<file path="config.mk">
export PLATFORM = sky130hd
export DESIGN_NAME = branch_cond_unit
export DESIGN_NICKNAME = d
export VERILOG_FILES = /design/src/rtl/branch_cond_unit.sv
export SDC_FILE = /design/constraint.sdc
export NUM_CORES = 1
export LEC_CHECK = 0
export CAP_MARGIN = 10
export CORE_MARGIN = 4
export CORE_UTILIZATION = 50
export DETAILED_ROUTE_END_ITERATION = 10
export PLACE_DENSITY_LB_ADDON = 0.12
export SLEW_MARGIN = 40
export SYNTH_ARGS = -nofsm -noshare
export SYNTH_HDL_FRONTEND = slang
export SYNTH_SLANG_ARGS = --single-unit
</file>
<file path="constraint.sdc">
create_clock -name CLK -period 6 [get_ports CLK]
set_clock_uncertainty 0.15 [all_clocks]
set_input_delay 1.2 -clock CLK [delete_from_list [all_inputs] [get_ports CLK]]
set_output_delay 1.2 -clock CLK [all_outputs]
set_load 0.005 [all_outputs]
</file>
<file path="src/rtl/branch_cond_unit.sv">
// branch_cond_unit
//   Resolves conditional branches against the ALU flags. A registered copy of
//   ZF/EQF/GTF/SF is kept; a flag-setting instruction in the same cycle as the
//   branch bypasses the copy. A taken branch raises BR_TAKEN/BR_ADDR for one
//   cycle and holds FLUSH/BUSY for FLUSH_DEPTH enabled cycles.
//
// Ports
//   CLK, RESET_N           clock (rising edge), async active-low reset
//   ENABLE                 pipeline advance; low freezes every register
//   ZF, EQF, GTF, SF       incoming flags, qualified by FLAG_VALID
//   BR_REQ, BR_COND        branch present this cycle and its condition code
//   BR_TARGET              branch destination
//   BR_TAKEN, BR_ADDR      registered taken pulse and its target
//   BR_DONE                registered resolution pulse (taken or not)
//   FLUSH, BUSY            squash younger stages while flushing
//   TAKEN_CNT              saturating count of taken branches
module branch_cond_unit #(
  parameter int unsigned PC_WIDTH    = 10,
  parameter int unsigned FLUSH_DEPTH = 3,
  parameter int unsigned CNT_WIDTH   = 16
) (
  input  logic                 CLK,
  input  logic                 RESET_N,
  input  logic                 ENABLE,
  input  logic                 ZF,
  input  logic                 EQF,
  input  logic                 GTF,
  input  logic                 SF,
  input  logic                 FLAG_VALID,
  input  logic                 BR_REQ,
  input  logic [3:0]           BR_COND,
  input  logic [PC_WIDTH-1:0]  BR_TARGET,
  output logic                 BR_TAKEN,
  output logic [PC_WIDTH-1:0]  BR_ADDR,
  output logic                 BR_DONE,
  output logic                 FLUSH,
  output logic                 BUSY,
  output logic [CNT_WIDTH-1:0] TAKEN_CNT
);

  localparam int unsigned FC_W = (FLUSH_DEPTH > 1) ? $clog2(FLUSH_DEPTH) : 1;
  localparam logic [FC_W-1:0] FC_LOAD = FC_W'(FLUSH_DEPTH - 1);

  typedef enum logic {
    ST_IDLE  = 1'b0,
    ST_FLUSH = 1'b1
  } state_e;

  state_e                 state_q, state_d;
  logic [3:0]             flags_q, flags_d;     // {Z, EQ, GT, S}
  logic                   br_taken_q, br_taken_d;
  logic                   br_done_q, br_done_d;
  logic [PC_WIDTH-1:0]    br_addr_q, br_addr_d;
  logic [FC_W-1:0]        flush_cnt_q, flush_cnt_d;
  logic [CNT_WIDTH-1:0]   taken_cnt_q, taken_cnt_d;

  logic [3:0]             eff_flags;
  logic                   cond_met;

  // Same-cycle flags win over the stored copy.
  assign eff_flags = FLAG_VALID ? {ZF, EQF, GTF, SF} : flags_q;

  always_comb begin
    cond_met = 1'b0;
    unique case (BR_COND)
      4'd0:    cond_met = 1'b1;
      4'd1:    cond_met = eff_flags[3];
      4'd2:    cond_met = ~eff_flags[3];
      4'd3:    cond_met = eff_flags[2];
      4'd4:    cond_met = ~eff_flags[2];
      4'd5:    cond_met = eff_flags[1];
      4'd6:    cond_met = ~eff_flags[1];
      4'd7:    cond_met = eff_flags[0];
      4'd8:    cond_met = ~eff_flags[0];
      4'd9:    cond_met = eff_flags[1] | eff_flags[2];
      4'd10:   cond_met = ~eff_flags[1] & ~eff_flags[2];
      default: cond_met = 1'b0;
    endcase
  end

  always_comb begin
    state_d     = state_q;
    flags_d     = flags_q;
    br_taken_d  = br_taken_q;
    br_done_d   = br_done_q;
    br_addr_d   = br_addr_q;
    flush_cnt_d = flush_cnt_q;
    taken_cnt_d = taken_cnt_q;

    if (ENABLE) begin
      br_taken_d = 1'b0;
      br_done_d  = 1'b0;
      unique case (state_q)
        ST_IDLE: begin
          if (FLAG_VALID) begin
            flags_d = {ZF, EQF, GTF, SF};
          end
          if (BR_REQ) begin
            br_done_d  = 1'b1;
            br_taken_d = cond_met;
            if (cond_met) begin
              br_addr_d   = BR_TARGET;
              flush_cnt_d = FC_LOAD;
              state_d     = ST_FLUSH;
              if (taken_cnt_q != '1) begin
                taken_cnt_d = taken_cnt_q + CNT_WIDTH'(1);
              end
            end
          end
        end
        ST_FLUSH: begin
          // Requests and flags arriving here belong to squashed instructions.
          if (flush_cnt_q == '0) begin
            state_d = ST_IDLE;
          end else begin
            flush_cnt_d = flush_cnt_q - FC_W'(1);
          end
        end
        default: state_d = ST_IDLE;
      endcase
    end
  end

  always_ff @(posedge CLK or negedge RESET_N) begin
    if (!RESET_N) begin
      state_q     <= ST_IDLE;
      flags_q     <= '0;
      br_taken_q  <= 1'b0;
      br_done_q   <= 1'b0;
      br_addr_q   <= '0;
      flush_cnt_q <= '0;
      taken_cnt_q <= '0;
    end else begin
      state_q     <= state_d;
      flags_q     <= flags_d;
      br_taken_q  <= br_taken_d;
      br_done_q   <= br_done_d;
      br_addr_q   <= br_addr_d;
      flush_cnt_q <= flush_cnt_d;
      taken_cnt_q <= taken_cnt_d;
    end
  end

  // FLUSH and BUSY are both the registered FLUSH state, so they rise with
  // BR_TAKEN and stay up for FLUSH_DEPTH enabled cycles.
  assign FLUSH     = (state_q == ST_FLUSH);
  assign BUSY      = (state_q == ST_FLUSH);
  assign BR_TAKEN  = br_taken_q;
  assign BR_DONE   = br_done_q;
  assign BR_ADDR   = br_addr_q;
  assign TAKEN_CNT = taken_cnt_q;

endmodule

</file>
==> out/results.tsv <==
metric	value	unit
p_sw	216	uW
placed_cells	236	
switching_share	0.287	
hold_end	flush_cnt_q[0]$_DFFE_PN0P_	
synthTopCellsByArea	dfrtp_1 51%, mux2_2 7.2%, xnor2_1 6.1%	
status	completed	
io_buffers	52	
synthXorXnorAreaFrac	0.0662	
muxShareOfSynthArea	0.143	
finish.utilization	0.690	
dp_hpwl	2600	microns
grt_pass1_wl	6080	microns
root_buffer	clkbuf_4	
drt_pass1_iterations	4	
cts_buffer_depth	2	
hold_buffers	0	
avgSynthCellArea	12.0	sq um
min_from	flush_cnt_q[0]$_DFFE_PN0P_	
slew_violations	0	
crit_type	input pin to flip-flop	
crit_required	6070	ps
synth_top_area_frac	0.509	
synth_top_family_by_area	simple AND/OR/NAND/NOR gates	
power_frac_clock	0.158	
async_flop_share	1.00	
setup_viol	0	
num_rows	21	
clk_latency	330	ps
period_needed	3450	ps
initial_core_util	0.516	
die_y	66.7	microns
yosysMostFrequentCell	dfrtp_1	
drive_above_1_share	0.146	
area_delta_synth_final	33.7	%
crit_slowest_cell	clkdlybuf4s50_1	
synth_cells	143	
ctsResizeCount	0	
synth_fa_ha_area_frac	0.0145	
drt_iter0_markers	74	
p_leak	0.986	nW
grt_overflow	0	
final_antenna_net_count	0	
grt_max_degree	36	
cts_tree	built	
rrSetupSlack	3780	ps
ys_ff_latch	35	
synth_compound_area_frac	0.0778	
p_per_area	327	nW/um^2
hold_depth	1	
hold_viol	0	
cts_num_sinks	35	
yosysTopAreaCell	dfrtp_1	
fin_cells	244	
combPwrFrac	0.368	
synth_area	1720	sq um
synth_nets	168	
fin_tns_setup	0	ps
io-pin-count	53	
worst_ir_drop_vdd	249	uV
drv_cap	0	
core	3340	sq um
worstMarginPinSlew	496	ps
synth-simple-area-share	0.155	
worstSetupEndpointType	flip-flop	
fmax	0.289	GHz
synthFlopType	dfrtp_1	
path_max_fanout	17	
grt_pass1_vias	1363	
arrival	3530	ps
worst_path_largest_cell_delay	640	ps
drcViolationCount	0	
fillers	285	
clk_pin_slew	100	ps
fp.dieArea	4440	sq um
wl_per_cell	14.2	microns
fin_crit_sh	0.576	
h-tree-depth	2	
synthDistinctLibCells	37	
rsz0062_at_grt	false	
place_ws	2170	ps
grt_util_all_layers	0.184	
gp_congestion	0.740	
reg2reg_depth	7	
holdCritPathClass	flip-flop to flip-flop	
cts_made_buffers	5	
synth_common_cells	35 x dfrtp_1, 12 x nand2_1, 12 x xnor2_1	
postCtsSetupRepairBufs	0	
nNetsFinal	222	
antennaDiodeCount	0	
num_vias	1266	
crit_chain	clkdlybuf4s50_1, mux2i_1, o22ai_1, a21oi_1, a31oi_4, o21bai_4, nor3_1, mux2_1	
die_x	66.7	microns
antenna_found_initial	0	
seq_area_frac_synth	0.509	
critPathLaunchType	input pin	
drt_wl_total	3460	microns
p_int	537	uW
timing.rr.end	TAKEN_CNT[14]$_DFFE_PN0P_	
via_per_inst	5.19	
r2r_start	flags_q[2]$_DFFE_PN0P_	
synth_edf_count	0	
yosysWarnings	0	
setup_slack	2550	ps
slew_headroom	0.669	
power_frac_seq	0.474	
worst max-delay path: cells and delay by family:
family	cells	cell delay [ps]
compound gates	4	920
buf+inv	1	640
mux	2	620
simple gates	1	130
stage by stage:
stage          instance area [sq um]  hold WS, ps  power, mW
2_1_floorplan                   1720          298      0.489
3_3_place_gp                    2250          310      0.631
3_5_place_dp                    2250          333      0.642
4_1_cts                         2300          347      0.765
5_1_grt                         2300          368      0.812
6_report                        2300          344      0.753
routing by layer:
layer / up-vias / GRT usage / wire length [microns]
met4: 0 / 0.0787 / 54
met2: 33 / 0.317 / 1780
met5: - / 0 / 0
met3: 6 / 0.0641 / 229
li1: 614 / - / -
met1: 613 / 0.203 / 1390
power groups by stage:
stage	Sequential (mW)	Clock [mW]	Combinational, mW
finish	0.357	0.119	0.277
global route	0.369	0.137	0.306
CTS	0.358	0.125	0.283
detailed placement	0.360	0	0.282
global placement	0.357	0	0.274
floorplan	0.358	0	0.131
sequential cells by signal, indices dropped and copies added, names as in the netlist:
signal,flops
BR_ADDR,10
BR_DONE,1
BR_TAKEN,1
BUSY,1
TAKEN_CNT,16
flags_q,4
flush_cnt_q,2
worst max-delay path by stage:
stage                          start                         to  slack (ps)  depth (start not counted)
after detailed placement  FLAG_VALID  TAKEN_CNT[14]$_DFFE_PN0P_        2170                          8
final                     FLAG_VALID  TAKEN_CNT[14]$_DFFE_PN0P_        2550                          8
after CTS                 FLAG_VALID  TAKEN_CNT[14]$_DFFE_PN0P_        2520                          8
after floorplan           FLAG_VALID     BR_ADDR[0]$_DFFE_PN0P_        3100                          8
after global routing      FLAG_VALID  TAKEN_CNT[14]$_DFFE_PN0P_        2360                          8
after global placement    FLAG_VALID  TAKEN_CNT[14]$_DFFE_PN0P_        2280                          8
cell families (layout without fill, tap and decap cells):
| kind of cell | count (synthesis) | after routing |
|---|---|---|
| AO/OA/AOI/OAI | 15 | 15 |
| XOR/XNOR | 13 | 13 |
| adder cells (fa/ha/maj) | 2 | 2 |
| buffers and inverters | 9 | 64 |
| flip-flops | 35 | 35 |
| multiplexers | 21 | 21 |
| AND/OR/NAND/NOR | 48 | 48 |
cell type report:
cell class | count | area, sq um | area share
multi-input combinational | 99 | 785 | 0.341
timing repair buffer | 52 | 518 | 0.225
inverter | 4 | 15.0 | 0.00653
sequential | 35 | 876 | 0.381
clock buffer | 7 | 45.0 | 0.0196
clock inverter | 1 | 5.00 | 0.00218
tap | 46 | 57.6 | 0.0250
placed cells by master (no fill, tap or decap), types with 2 or more instances in the layout:
cell type	synthesis	routed
a21oi_1	3	3
and2_1	2	2
and3_1	6	6
and4_1	2	2
clkbuf_1	1	2
clkbuf_4	0	5
clkdlybuf4s50_1	0	51
dfrtp_1	35	35
ha_1	2	2
inv_1	4	4
mux2_2	11	11
mux2_4	4	4
mux2i_1	5	5
nand2_1	12	12
nand3_1	6	6
nand3b_1	2	2
nand4_1	4	4
nor2_1	5	5
nor3_1	4	4
o21ai_0	3	3
xnor2_1	12	12
Note: power is estimated with default switching activity, not from simulation.
